File: config.mk
export PLATFORM = sky130hd
export DESIGN_NAME = deser_lane_align_ctrl
export DESIGN_NICKNAME = d
export VERILOG_FILES = /design/src/rtl/deser_align_pkg.sv /design/src/rtl/deser_word_match.sv /design/src/rtl/deser_lane_align_ctrl.sv
export SDC_FILE = /design/constraint.sdc
export NUM_CORES = 1
export LEC_CHECK = 0
export CAP_MARGIN = 20
export CORE_MARGIN = 3
export CORE_UTILIZATION = 50
export CTS_CLUSTER_DIAMETER = 30
export DETAILED_ROUTE_END_ITERATION = 8
export HOLD_SLACK_MARGIN = 0.15
export PLACE_DENSITY = 0.75
export SKIP_LAST_GASP = 1
export SYNTH_ARGS = -nofsm -noshare
export SYNTH_HDL_FRONTEND = slang
export SYNTH_HIERARCHICAL = 1
export SYNTH_SLANG_ARGS = --single-unit
File: constraint.sdc
create_clock -name clk -period 3.59 [get_ports clk]
set_input_delay 0.5385 -clock clk [delete_from_list [all_inputs] [get_ports clk]]
set_output_delay 0.5385 -clock clk [all_outputs]
set_load 0.1 [all_outputs]
File: src/rtl/deser_align_pkg.sv
// Shared state/error types and default constants for the lane alignment controller.
package deser_align_pkg;

    localparam int          TAP_W_DEF        = 5;
    localparam logic [23:0] SYNC_PATTERN_DEF = 24'hFFF000;
    localparam int          ROT_W            = 5;

    typedef enum logic [3:0] {
        S_IDLE,
        S_LOAD,
        S_VERIFY,
        S_SETTLE,
        S_CHECK,
        S_NEXT,
        S_CENTER,
        S_LOAD_FINAL,
        S_DONE,
        S_FAIL
    } align_state_t;

    typedef enum logic [1:0] {
        ERR_NONE    = 2'd0,
        ERR_EYE     = 2'd1,
        ERR_TIMEOUT = 2'd2,
        ERR_TAP     = 2'd3
    } err_code_t;

endpackage

File: src/rtl/deser_word_match.sv
// Registered sync-pattern comparator for one recovered lane word.
// The rotation search exists only when DESER_ALIGN_ROTATE_EN is defined.
module deser_word_match
    import deser_align_pkg::*;
#(
    parameter int                   WORD_SIZE    = 24,
    parameter logic [WORD_SIZE-1:0] SYNC_PATTERN = SYNC_PATTERN_DEF
) (
    input  logic                 clk,
    input  logic                 rst,
    input  logic                 i_sample,
    input  logic [WORD_SIZE-1:0] i_word,
    output logic                 o_vld,
    output logic                 o_match,
    output logic [ROT_W-1:0]     o_rot_idx
);

    logic             w_hit;
    logic [ROT_W-1:0] w_rot;

`ifdef DESER_ALIGN_ROTATE_EN
    logic [2*WORD_SIZE-1:0] w_dbl;

    // Scan downwards so the smallest matching left-rotation wins.
    always_comb begin
        w_dbl = {i_word, i_word};
        w_hit = 1'b0;
        w_rot = '0;
        for (int r = WORD_SIZE - 1; r >= 0; r--) begin
            if (w_dbl[2*WORD_SIZE-1-r -: WORD_SIZE] == SYNC_PATTERN) begin
                w_hit = 1'b1;
                w_rot = ROT_W'(r);
            end
        end
    end
`else
    assign w_hit = (i_word == SYNC_PATTERN);
    assign w_rot = '0;
`endif

    always_ff @(posedge clk) begin
        if (rst) begin
            o_vld     <= 1'b0;
            o_match   <= 1'b0;
            o_rot_idx <= '0;
        end else begin
            o_vld     <= i_sample;
            o_match   <= w_hit;
            o_rot_idx <= w_rot;
        end
    end

endmodule

File: src/rtl/deser_lane_align_ctrl.sv
// IDELAY tap-sweep training controller for one deserializer lane; finds the widest
// passing eye and loads its centre. Optional word-rotation search: DESER_ALIGN_ROTATE_EN.
module deser_lane_align_ctrl
    import deser_align_pkg::*;
#(
    parameter int                   WORD_SIZE    = 24,
    parameter int                   TAP_W        = TAP_W_DEF,
    parameter logic [WORD_SIZE-1:0] SYNC_PATTERN = SYNC_PATTERN_DEF,
    parameter int                   SETTLE_WORDS = 8,
    parameter int                   CHECK_WORDS  = 16,
    parameter int                   MIN_EYE      = 4,
    parameter int                   TIMEOUT      = 4096
) (
    input  logic                 clk,
    input  logic                 rst,
    input  logic                 start,
    input  logic                 word_valid,
    input  logic [WORD_SIZE-1:0] data_in_to_device,
    input  logic [TAP_W-1:0]     in_delay_tap_out,
    output logic                 ld_dly_tap,
    output logic [TAP_W-1:0]     in_delay_tap_in,
    output logic                 in_delay_data_ce,
    output logic                 in_delay_data_inc,
    output logic                 busy,
    output logic                 locked,
    output logic                 fail,
    output logic [1:0]           err_code,
    output logic [TAP_W-1:0]     eye_start,
    output logic [TAP_W:0]       eye_len,
    output logic [ROT_W-1:0]     word_rot
);

    localparam int SW_W = $clog2(SETTLE_WORDS + 1);
    localparam int CW_W = $clog2(CHECK_WORDS + 1);
    localparam int TO_W = $clog2(TIMEOUT + 1);
    localparam logic [TAP_W-1:0] TAP_MAX     = '1;
    localparam logic [SW_W-1:0]  SETTLE_LAST = SW_W'(SETTLE_WORDS - 1);
    localparam logic [CW_W-1:0]  CHECK_LAST  = CW_W'(CHECK_WORDS - 1);
    localparam logic [TO_W-1:0]  TO_LIMIT    = TO_W'(TIMEOUT);
    localparam logic [TAP_W:0]   MIN_LEN     = (TAP_W+1)'(MIN_EYE);
    localparam logic [TAP_W:0]   LEN_ONE     = (TAP_W+1)'(1);

    align_state_t     r_state, w_nxt;
    err_code_t        r_err;
    logic [TAP_W-1:0] r_tap;
    logic             r_final;
    logic [1:0]       r_vcnt;
    logic [SW_W-1:0]  r_set_cnt;
    logic [CW_W-1:0]  r_chk_cnt;
    logic [TO_W-1:0]  r_to_cnt;
    logic             r_pass;
    logic [ROT_W-1:0] r_chk_rot;
    logic [TAP_W:0]   r_run_len;
    logic [TAP_W-1:0] r_run_start;
    logic [ROT_W-1:0] r_run_rot;
    logic [TAP_W:0]   r_eye_len;
    logic [TAP_W-1:0] r_eye_start;
    logic [ROT_W-1:0] r_best_rot;
    logic [ROT_W-1:0] r_word_rot;
    logic             r_locked;
    logic             r_fail;

    logic             w_m_vld;
    logic             w_m_match;
    logic [ROT_W-1:0] w_m_rot;
    logic             w_word_ok;
    logic             w_to_exp;
    logic [TAP_W:0]   w_len_cl;
    logic [TAP_W-1:0] w_start_cl;
    logic [ROT_W-1:0] w_rot_cl;
    logic             w_open;
    logic             w_close;
    logic [TAP_W-1:0] w_final;

    deser_word_match #(
        .WORD_SIZE    (WORD_SIZE),
        .SYNC_PATTERN (SYNC_PATTERN)
    ) u_match (
        .clk       (clk),
        .rst       (rst),
        .i_sample  (word_valid && (r_state == S_CHECK)),
        .i_word    (data_in_to_device),
        .o_vld     (w_m_vld),
        .o_match   (w_m_match),
        .o_rot_idx (w_m_rot)
    );

    // Later words in a check must reuse the rotation fixed by the first word.
    assign w_word_ok = w_m_match && ((r_chk_cnt == '0) || (w_m_rot == r_chk_rot));
    assign w_to_exp  = !word_valid && (r_to_cnt == TO_LIMIT);
    // Eye never runs past tap 31, so the centre fits in TAP_W bits.
    assign w_final   = r_eye_start + r_eye_len[TAP_W:1];

    always_comb begin
        w_open     = r_pass && (r_run_len == '0);
        w_len_cl   = r_pass ? r_run_len + LEN_ONE : r_run_len;
        w_start_cl = w_open ? r_tap : r_run_start;
        w_rot_cl   = w_open ? r_chk_rot : r_run_rot;
        w_close    = !r_pass || (r_tap == TAP_MAX);
    end

    always_ff @(posedge clk) begin
        if (rst) r_state <= S_IDLE;
        else     r_state <= w_nxt;
    end

    always_comb begin
        w_nxt = r_state;
        case (r_state)
            S_IDLE, S_DONE, S_FAIL: if (start) w_nxt = S_LOAD;
            S_LOAD, S_LOAD_FINAL:   w_nxt = S_VERIFY;
            S_VERIFY: begin
                if (r_vcnt == 2'd2) begin
                    if (in_delay_tap_out != r_tap) w_nxt = S_FAIL;
                    else if (r_final)              w_nxt = S_DONE;
                    else                           w_nxt = S_SETTLE;
                end
            end
            S_SETTLE: begin
                if (w_to_exp)                                    w_nxt = S_FAIL;
                else if (word_valid && (r_set_cnt == SETTLE_LAST)) w_nxt = S_CHECK;
            end
            S_CHECK: begin
                if (w_to_exp) w_nxt = S_FAIL;
                else if (w_m_vld && (!w_word_ok || (r_chk_cnt == CHECK_LAST))) w_nxt = S_NEXT;
            end
            S_NEXT:   w_nxt = (r_tap == TAP_MAX) ? S_CENTER : S_LOAD;
            S_CENTER: w_nxt = (r_eye_len < MIN_LEN) ? S_FAIL : S_LOAD_FINAL;
            default:  w_nxt = S_IDLE;
        endcase
    end

    always_ff @(posedge clk) begin
        if (rst) begin
            r_err       <= ERR_NONE;
            r_tap       <= '0;
            r_final     <= 1'b0;
            r_vcnt      <= '0;
            r_set_cnt   <= '0;
            r_chk_cnt   <= '0;
            r_to_cnt    <= '0;
            r_pass      <= 1'b0;
            r_chk_rot   <= '0;
            r_run_len   <= '0;
            r_run_start <= '0;
            r_run_rot   <= '0;
            r_eye_len   <= '0;
            r_eye_start <= '0;
            r_best_rot  <= '0;
            r_word_rot  <= '0;
            r_locked    <= 1'b0;
            r_fail      <= 1'b0;
        end else begin
            case (r_state)
                S_IDLE, S_DONE, S_FAIL: begin
                    if (start) begin
                        r_err       <= ERR_NONE;
                        r_tap       <= '0;
                        r_final     <= 1'b0;
                        r_locked    <= 1'b0;
                        r_fail      <= 1'b0;
                        r_eye_len   <= '0;
                        r_eye_start <= '0;
                        r_best_rot  <= '0;
                        r_word_rot  <= '0;
                        r_run_len   <= '0;
                        r_run_start <= '0;
                        r_run_rot   <= '0;
                    end
                end
                S_LOAD, S_LOAD_FINAL: r_vcnt <= '0;
                S_VERIFY: begin
                    r_vcnt    <= r_vcnt + 2'd1;
                    r_set_cnt <= '0;
                    r_to_cnt  <= '0;
                    if (w_nxt == S_FAIL) begin
                        r_fail <= 1'b1;
                        r_err  <= ERR_TAP;
                    end
                    if (w_nxt == S_DONE) begin
                        r_locked   <= 1'b1;
                        r_word_rot <= r_best_rot;
                    end
                end
                S_SETTLE, S_CHECK: begin
                    r_to_cnt <= word_valid ? '0 : r_to_cnt + TO_W'(1);
                    if (w_nxt == S_FAIL) begin
                        r_fail <= 1'b1;
                        r_err  <= ERR_TIMEOUT;
                    end
                    if (r_state == S_SETTLE) begin
                        r_chk_cnt <= '0;
                        if (word_valid) r_set_cnt <= r_set_cnt + SW_W'(1);
                    end else if (w_m_vld) begin
                        r_chk_cnt <= r_chk_cnt + CW_W'(1);
                        if (r_chk_cnt == '0) r_chk_rot <= w_m_rot;
                        r_pass <= w_word_ok;
                    end
                end
                S_NEXT: begin
                    r_run_len   <= r_pass ? w_len_cl : '0;
                    r_run_start <= w_start_cl;
                    r_run_rot   <= w_rot_cl;
                    // Strictly longer only, so the earliest of equal windows survives.
                    if (w_close && (w_len_cl > r_eye_len)) begin
                        r_eye_len   <= w_len_cl;
                        r_eye_start <= w_start_cl;
                        r_best_rot  <= w_rot_cl;
                    end
                    if (r_tap != TAP_MAX) r_tap <= r_tap + TAP_W'(1);
                end
                S_CENTER: begin
                    if (w_nxt == S_FAIL) begin
                        r_fail <= 1'b1;
                        r_err  <= ERR_EYE;
                    end else begin
                        r_tap   <= w_final;
                        r_final <= 1'b1;
                    end
                end
                default: ;
            endcase
        end
    end

    // Gated by rst so a reset landing on a load cycle never reaches the IDELAY.
    assign ld_dly_tap        = !rst && ((r_state == S_LOAD) || (r_state == S_LOAD_FINAL));
    assign in_delay_tap_in   = r_tap;
    assign in_delay_data_ce  = 1'b0;
    assign in_delay_data_inc = 1'b0;
    assign busy              = !((r_state == S_IDLE) || (r_state == S_DONE) || (r_state == S_FAIL));
    assign locked            = r_locked;
    assign fail              = r_fail;
    assign err_code          = r_err;
    assign eye_start         = r_eye_start;
    assign eye_len           = r_eye_len;
    assign word_rot          = r_word_rot;

endmodule

---- Yosys cells after proc, flatten, opt, wreduce, memory -nomap -nowiden ----
Cells that the tools add are included.
word-level totals
  logic and storage cells ................. 153
  output and inout port bits .............. 29
  flip-flop bits (word level) ............. 78
  input port bits ......................... 33
operators by class
  $add $sub $neg .......................... 7
  magnitude comparators ................... 2
  equal/unequal tests ..................... 30
  mux-type cells .......................... 51
  bitwise gates (word level) .............. 1
  reduce and logical (&&, ||, !) cells .... 42
operators with widths
  kind                     count
  $mux W5                  10
  $pmux W5 S2              5
  $mux W4                  11
  $pmux W4 S7              1
  $pmux W13 S2             1
  $eq A24 B24 Y1 const B   1
  $mux W6                  4
  $pmux W6 S2              2
  $eq A4 B3 Y1 const B     5
  $ne A2 B2 Y1 const B     10
  $reduce_and A3 Y1        6
  $eq A4 B4 Y1 const B     4
  $pmux W5 S3              1
  $reduce_bool A2 Y1       7
  $add A13 B1 Y13 const B  1
  $eq A13 B13 Y1 const B   1
  $mux W13                 1
  $add A5 B1 Y5 const B    2
  $eq A4 B2 Y1 const B     2
  $mux W2                  4
  $pmux W2 S4              1
  $pmux W4 S2              1
  $logic_and A1 B1 Y1      7
  $add A6 B1 Y6 const B    1
  29 further kinds         44

---- Longest topological paths before layout ----
Gate-level depths: netlist of run 1.
  depth in word-level cells ............... 9
  depth in mapped cells ................... 12
  gate-level depth less buffers ........... 11

---- Hierarchy ----
The synthesis of run 1 kept the hierarchy.
by module, submodules not included
  module                 area each (µm²)  times used  cells each  sequential area each (µm²)
  deser_lane_align_ctrl  4515.6           1           565         1621.6
  deser_word_match       175.2            1           19          40.0

---- Worst setup path before layout of run 1 ----
No wires, ideal clock.
  kind .................................... input to output
  from .................................... in rst
  to ...................................... out ld_dly_tap
  buffers on the path ..................... 2
  setup slack ............................. -0.732 ns
  arrival ................................. 3.784 ns
  stages on the path ...................... 3
  data required time ...................... 3.052 ns
  cells stage by stage .................... clkbuf_1 -> clkbuf_1 -> nor4_1
between the ends
  cells in the longest elaborated chain, start to end .. 2
ends and longest elaborated chain
  what                 line                          RTL
  from (decl)          deser_lane_align_ctrl.sv:15   input logic rst,
  $logic_not A1 Y1     deser_lane_align_ctrl.sv:227  assign ld_dly_tap = !rst && ((r_state == S_LOAD) || (r_state == S_LOAD_FINAL));
  $logic_and A1 B1 Y1  deser_lane_align_ctrl.sv:227
  to (decl)            deser_lane_align_ctrl.sv:20   output logic ld_dly_tap,
No other way between the ends.

---- Worst setup path after layout of run 1 ----
  from .................................... reg r_run_len[1]
  to ...................................... reg r_best_rot[0]
between the ends
  cells in the longest elaborated chain, start to end .. 6
  elaborated cells on any way between the ends .. 11
  those cells by class .................... add/sub (1); order compare (1); eq/ne (1); mux (4); reduce/logical (4)
ends and longest elaborated chain
  what                         line                          RTL
  from (decl)                  deser_lane_align_ctrl.sv:53   logic [TAP_W:0] r_run_len;
  from (signal assigned)       deser_lane_align_ctrl.sv:201  r_run_len <= r_pass ? w_len_cl : '0;
  $add A6 B1 Y6                deser_lane_align_ctrl.sv:96   w_len_cl = r_pass ? r_run_len + LEN_ONE : r_run_len;
  $mux W6                      deser_lane_align_ctrl.sv:96
  $gt A6 B6 Y1                 deser_lane_align_ctrl.sv:205  if (w_close && (w_len_cl > r_eye_len)) begin
  $logic_and A1 B1 Y1          deser_lane_align_ctrl.sv:205
  $ne A2 B2 Y1 (no line)       -
  $reduce_and A3 Y1 (no line)  -
  to (signal assigned)         deser_lane_align_ctrl.sv:208  r_best_rot <= w_rot_cl;
  to (decl)                    deser_lane_align_ctrl.sv:58   logic [ROT_W-1:0] r_best_rot;
Parallel ways exist; a longest one is shown, timed or not. The select of a mux whose other input is x is not followed.
A chain may end at the register's enable or synchronous reset.

==> metrics.yaml, run 1 <==
timing:
  finalSetupTns_ps: 0
  finalHoldViolations: 0
  drv_slew: 0
  slew_headroom_pct: 33.1
  fin_ws_ps: 648
  fin_crit_ps: 2940
  max_freq_mhz: 340
  timing.final.crit_share_pct: 81.9
  setup_violations: 0
  fin_skew_ps: 14.0
  rsz0062_at_grt: "false"
  worstMarginPinSlew_ps: 1000
floorplanning:
  rows: 34
  die_y_um: 103
  fp.coreArea_sq_um: 8930
  die_w_um: 103
  die-area_sq_um: 10600
  pin_count: 62
  initial_core_util_pct: 52.5
logic_synthesis:
  yosys.area_share.simple_pct: 26.8
  synthCells: 584
  synth_top_family_by_area: "simple AND/OR/NAND/NOR gates"
  synthMuxAreaShare_pct: 3.84
  yosysWarningCount: 6
  ys_ff_latch: 83
  synth_flop_cell: "dfxtp_1"
  synth-compound-area-share_pct: 17.3
  ys_seq_area_share_pct: 35.4
  syn_area_per_cell_sq_um: 8.03
  synthAdderAreaFrac_pct: 6.30
  synth_area_sq_um: 4690
  synth_xor_area_share_pct: 4.29
  synth_edf_count: 0
  ys_types: 67
  async_reset_ff_share_pct: 0
clocking:
  cts_resized: 0
  cts_tree: "yes"
  cts_buffer_depth: 2
  root_buffer: "clkbuf_8"
  post_cts_buffers: 0
  clock_latency_ps: 360
  clkSlewWorstSetupHoldPaths_ps: 90
  cts.htree.levels: 3
  clock_sinks: 83
  ctsHoldBuffers: 0
  cts_buffers: 9
route:
  viasPerCell: 5.81
  drc_errors: 0
  wl_mm: 11.7
  drt_first_pass_iters: 5
  num_vias: 4310
  wire_per_inst_um: 15.8
  drtIter0Drc: 260
  ant_nets: 0
global_route:
  first_global_vias: 4056
  grt_use_total_pct: 23.0
  antenna_found_initial: 0
  grt-ovfl-total: 0
  grt_start_max_net_pins: 83
  grt_pass1_wl_mm: 19.3
final_layout:
  fill_cells: 803
  largest_reg_flops: 13
  antenna_cells: 0
  syn_to_final_growth_pct: 16.9
  largest-register: "r_to_cnt"
  drive_above_1_share_pct: 6.15
  layout.nets: 685
  final_area_sq_um: 5490
place:
  numPortBuffers: 59
  place_congestion: 0.938
  dp_worst_setup_slack_ps: 699
  dp_hpwl_mm: 8.32
  placedInstanceArea_sq_um: 5310
setup_path:
  crit_type: "register to register"
  worstPathArrival_ps: 3220
  path_delay_family: "compound AO/OA/AOI/OAI gates"
  critPathBufInv: 1
  critPathMaxStageDelay_ps: 820
  end_kind: "register"
  crit_chain: "inv_1, ha_1, nand2_1, o21ai_0, ha_1, nor2b_1, o21a_1, o21ai_1, a2111oi_4, o21ai_0, a21oi_1"
  required_ps: 3870
  start_kind: "register"
  slowest_stage: "a2111oi_4"
  worstPathMaxFanout: 16
pwr:
  cellLeakagePower_nw: 1.96
  vdd_drop_max_uv: 231
  power_density_nw_per_um2: 326
worst_hold_path:
  hold_path_class: "register to register"
status:
  status: "completed"
run:
  max_cap_violations: 0
## cells in the final DEF (no fill, tap or decap), types with 9 or more instances in the layout
master / n
nor2_1: 81
nand2_1: 44
xor2_1: 12
inv_1: 23
ha_1: 22
dfxtp_1: 83
nor3_1: 12
mux2i_1: 18
clkbuf_8: 10
xnor2_1: 11
clkdlybuf4s50_1: 56
nand2b_1: 14
nand3b_1: 9
nand3_1: 39
a21oi_1: 59
o21ai_0: 19
buf_4: 10
## per-stage QoR
step	util (%)	std cells	power [W]	hold slack, ps
after floorplan	-	589	0.00112	439
after global placement	59.5	726	0.00119	433
after detailed placement	59.5	726	0.00120	455
after CTS	61.4	742	0.00180	473
after global routing	61.4	742	0.00186	486
final	61.4	742	0.00179	460
## worst register-to-register path: stages, from the launching register on
cell	delay (ps)
dfxtp_1	390
inv_1	80
ha_1	300
nand2_1	70
o21ai_0	130
ha_1	320
nor2b_1	130
o21a_1	120
o21ai_1	100
a2111oi_4	820
o21ai_0	220
a21oi_1	190
## kinds of logic after synthesis
group / count (synthesis)
DFF: 83
muxes: 18
adders and majority gates: 23
xor gates and xnor gates: 23
buffers and inverters: 62
AOI/OAI and AO/OA: 128
other: 2
and+or+nand+nor: 245
## power by group
group          internal [W]  leakage (nW)  total (W)  switching [W]
clock              0.000270        0.0863   0.000611       0.000341
sequential         0.000928         0.669   0.000948      0.0000197
combinational     0.0000827          1.21   0.000231       0.000148
total               0.00128          1.96    0.00179       0.000509
## cells in the mapped netlist, types with 4 or more instances
cell type / instances / area (sq um)
a211oi_1: 4 / 30.0
a21oi_1: 59 / 295
a311oi_1: 6 / 52.6
a31oi_1: 4 / 25.0
and3_1: 5 / 31.3
buf_2: 9 / 45.0
buf_4: 8 / 60.1
clkbuf_1: 19 / 71.3
dfxtp_1: 83 / 1660
ha_1: 22 / 275
inv_1: 23 / 86.3
mux2i_1: 18 / 180
nand2_1: 44 / 165
nand2b_1: 14 / 87.6
nand3_1: 39 / 195
nand3b_1: 9 / 67.6
nand4_1: 7 / 43.8
nor2_1: 81 / 304
nor2b_1: 5 / 31.3
nor3_1: 12 / 60.1
nor4_1: 4 / 25.0
o211ai_1: 4 / 30.0
o21ai_0: 19 / 95.1
o21ai_1: 6 / 30.0
xnor2_1: 11 / 96.3
xor2_1: 12 / 105
## path summary, 6_finish.rpt
path	startpoint	to	slack (ps)	depth (start not counted)
setup / recovery	r_run_len[1]$_SDFFE_PP0P_	r_best_rot[0]$_SDFFE_PP0P_	650	11
hold / removal	fail$_SDFFE_PP0P_	fail$_SDFFE_PP0P_	460	2
setup reg to reg	r_run_len[1]$_SDFFE_PP0P_	r_best_rot[0]$_SDFFE_PP0P_	650	11
hold reg to reg	fail$_SDFFE_PP0P_	fail$_SDFFE_PP0P_	460	2
## layer usage
metal | global-route usage [%] | vias up | part of all wire [%]
met5 | 0 | - | 0
met4 | 6.97 | 0 | 1.4
met3 | 5.28 | 16 | 5.4
met2 | 38.8 | 123 | 49
met1 | 29.5 | 2037 | 44
li1 | - | 2134 | -
## area by class of cell
type	instances	area (sq um)	share of cell area (%)
repair buffers	67	641	11.7
clock inverters	4	26.3	0.479
well taps	108	135	2.46
inverters	24	90.1	1.64
multi-input cells	444	2790	50.8
clock buffers	12	145	2.65
flip-flops and latches	83	1660	30.3
Power figures use the tool's default switching activity.
==> inputs of run 2 (changes only) <==
==> constraint.sdc (replaced) <==
create_clock -name clk -period 2.9 [get_ports clk]
set_input_delay 0.435 -clock clk [delete_from_list [all_inputs] [get_ports clk]]
set_output_delay 0.435 -clock clk [all_outputs]
set_load 0.1 [all_outputs]
==> run 2 against run 1 <==
Effect of this change:
- combinational power rose by 23%
- setup slack lost 380 ps
- clock-buffer cell count down 1
- global-route usage decreased by 1.5 points
- sequential share of layout area rose by 0.087 points
- largest power group unchanged
- sequential power is 23% higher
- fmax rose by 12%
- cell area shrank 0.14%
- first-iteration DRC count shrank 33%
- final cell count rose by 0.67%
==> metrics.yaml, run 2 (synthesis gave the netlist of run 1 again) <==
global_route:
  grt_start_max_net_pins: 83  # unchanged
  grt-ovfl-total: 0  # unchanged
  first_global_vias: 3893  # was 4056
  grt_use_total_pct: 21.6  # was 23.0%
  antenna_found_initial: 0  # unchanged
  grt_pass1_wl_mm: 18.3  # was 19.3 mm
status:
  status: "completed"  # unchanged
setup_path:
  crit_type: "register to register"  # unchanged
  endpoint: "eye_len[0]$_SDFFE_PP0P_"  # was r_best_rot[0]$_SDFFE_PP0P_
  worstPathArrival_ps: 2830  # was 3220 ps
  r2r-start: "r_run_len[0]$_SDFFE_PP0P_"  # was r_run_len[1]$_SDFFE_PP0P_
  crit_start: "r_run_len[0]$_SDFFE_PP0P_"  # was r_run_len[1]$_SDFFE_PP0P_
  end_kind: "register"  # unchanged
  r2r_setup_slack_ps: 270  # was 650 ps
  worstPathMaxFanout: 16  # unchanged
  r2r-end: "eye_len[0]$_SDFFE_PP0P_"  # was r_best_rot[0]$_SDFFE_PP0P_
  reg2reg_depth: 11  # unchanged
  start_kind: "register"  # unchanged
  required_ps: 3100  # was 3870 ps
pwr:
  p_clk_share_pct: 34.0  # was 34.2%
  pwr-share-comb_pct: 12.8  # was 12.9%
  internal_power_w: 0.00160  # was 0.00128 W
  pwr-share-seq_pct: 53.1  # was 53.0%
  switchingPower_w: 0.000607  # was 0.000509 W
  switching_share_pct: 27.5  # was 28.4%
  finalPower_w: 0.00221  # was 0.00179 W
  cellLeakagePower_nw: 2.05  # was 1.96 nW
  power_density_nw_per_um2: 403  # was 326 nW/um^2
  vdd_drop_max_uv: 256  # was 231 uV
final_layout:
  fin_util_pct: 61.3  # was 61.4%
  largest-register: "r_to_cnt"  # unchanged
  final_area_sq_um: 5480  # was 5490 sq um
  layout_common_cells: "nor2_1, dfxtp_1, a21oi_1, nand2_1, buf_4"  # was dfxtp_1, nor2_1, a21oi_1, clkdlybuf4s50_1, nand2_1
  layout.nets: 691  # was 685
  drive_above_1_share_pct: 11.6  # was 6.15%
  largest_reg_flops: 13  # unchanged
  syn_to_final_growth_pct: 16.8  # was 16.9%
  antenna_cells: 0  # unchanged
worst_hold_path:
  hold_path_class: "register to register"  # unchanged
  hp-start: "fail$_SDFFE_PP0P_"  # unchanged
timing:
  finalSetupTns_ps: 0  # unchanged
  setup_violations: 0  # unchanged
  slew_headroom_pct: 46.6  # was 33.1%
  max_freq_mhz: 380  # was 340 MHz
  worstMarginPinSlew_ps: 801  # was 1000 ps
  fin_ws_ps: 272  # was 648 ps
  fin_crit_ps: 2630  # was 2940 ps
  drv_slew: 0  # unchanged
  rsz0062_at_grt: "false"  # unchanged
  fin_skew_ps: 9.94  # was 14.0 ps
  finalHoldViolations: 0  # unchanged
  timing.final.crit_share_pct: 90.6  # was 81.9%
route:
  wl_mm: 11.2  # was 11.7 mm
  viasPerCell: 5.68  # was 5.81
  num_vias: 4246  # was 4310
  ant_nets: 0  # unchanged
  wire_per_inst_um: 15.0  # was 15.8 um
  drc_errors: 0  # unchanged
  drt_first_pass_iters: 5  # unchanged
  drtIter0Drc: 174  # was 260
place:
  place_congestion: 0.902  # was 0.938
  dp_hpwl_mm: 8.15  # was 8.32 mm
  placedInstanceArea_sq_um: 5300  # was 5310 sq um
  dp_worst_setup_slack_ps: 212  # was 699 ps
  numPortBuffers: 59  # unchanged
clocking:
  clock_sinks: 83  # unchanged
  root_buffer: "clkbuf_8"  # unchanged
  clkSlewWorstSetupHoldPaths_ps: 80  # was 90 ps
  cts.htree.levels: 3  # unchanged
  cts_buffers: 9  # unchanged
  ctsHoldBuffers: 0  # unchanged
  cts_tree: "yes"  # unchanged
  clock_latency_ps: 350  # was 360 ps
  cts_buffer_depth: 2  # unchanged
floorplanning:
  die_w_um: 103  # unchanged
  initial_core_util_pct: 52.5  # unchanged
  fp.coreArea_sq_um: 8930  # unchanged
  rows: 34  # unchanged
  die-area_sq_um: 10600  # unchanged
  pin_count: 62  # unchanged
  die_y_um: 103  # unchanged
run:
  max_cap_violations: 0  # unchanged
## run 2: metrics by stage
step	cells	hold slack, ps
4_1_cts	747	457
3_5_place_dp	732	444
5_1_grt	747	477
6_report	747	451
2_1_floorplan	589	439
3_3_place_gp	732	437
## run 2: area by class of cell
type                            instances  area (sq um)
Clock buffer                           11           151
Multi-Input combinational cell        444          2790
Tap cell                              108           135
Clock inverter                          4          26.3
Inverter                               24          90.1
Sequential cell                        83          1660
Fill cell                             801          3460
Timing Repair Buffer                   73           623
## run 2: timing repair
item	4_1_cts	5_1_grt
buffers inserted	0	0
endpoints found under the setup margin	0	6
gates resized for setup	0	1
## run 2: worst max-delay path: stages, from the launching register on
cell      delay, ps
dfxtp_1         380
inv_1            80
ha_1            300
nand2_1          70
o21ai_0         130
ha_1            320
nor2b_1         140
o21a_1          130
o21ai_1         110
a2111o_2        600
nand3_1         140
a21oi_1          80
## run 2: worst min path at each step
stage | to | slack (ps) | cells past startpoint
CTS | fail$_SDFFE_PP0P_ | 460 | 2
finish | fail$_SDFFE_PP0P_ | 450 | 2
detailed placement | fail$_SDFFE_PP0P_ | 440 | 2
floorplan | r_to_cnt[12]$_SDFFE_PP0N_ | 440 | 1
global route | fail$_SDFFE_PP0P_ | 480 | 2
global placement | fail$_SDFFE_PP0P_ | 440 | 2
## run 2: power groups by stage
| stage | Sequential [W] | Clock (W) | Combinational [W] |
|---|---|---|---|
| finish | 0.00117 | 0.000752 | 0.000283 |
| global route | 0.00118 | 0.000832 | 0.000306 |
| CTS | 0.00117 | 0.000788 | 0.000283 |
| detailed placement | 0.00120 | 0 | 0.000281 |
| global placement | 0.00120 | 0 | 0.000277 |
| floorplan | 0.00122 | 0 | 0.000176 |
## run 2: routing by layer
metal,global-route usage (%),wire length (um)
met4,6.57,165
met2,34.4,5230
met3,5.07,593
met1,29.0,5180
met5,0,0
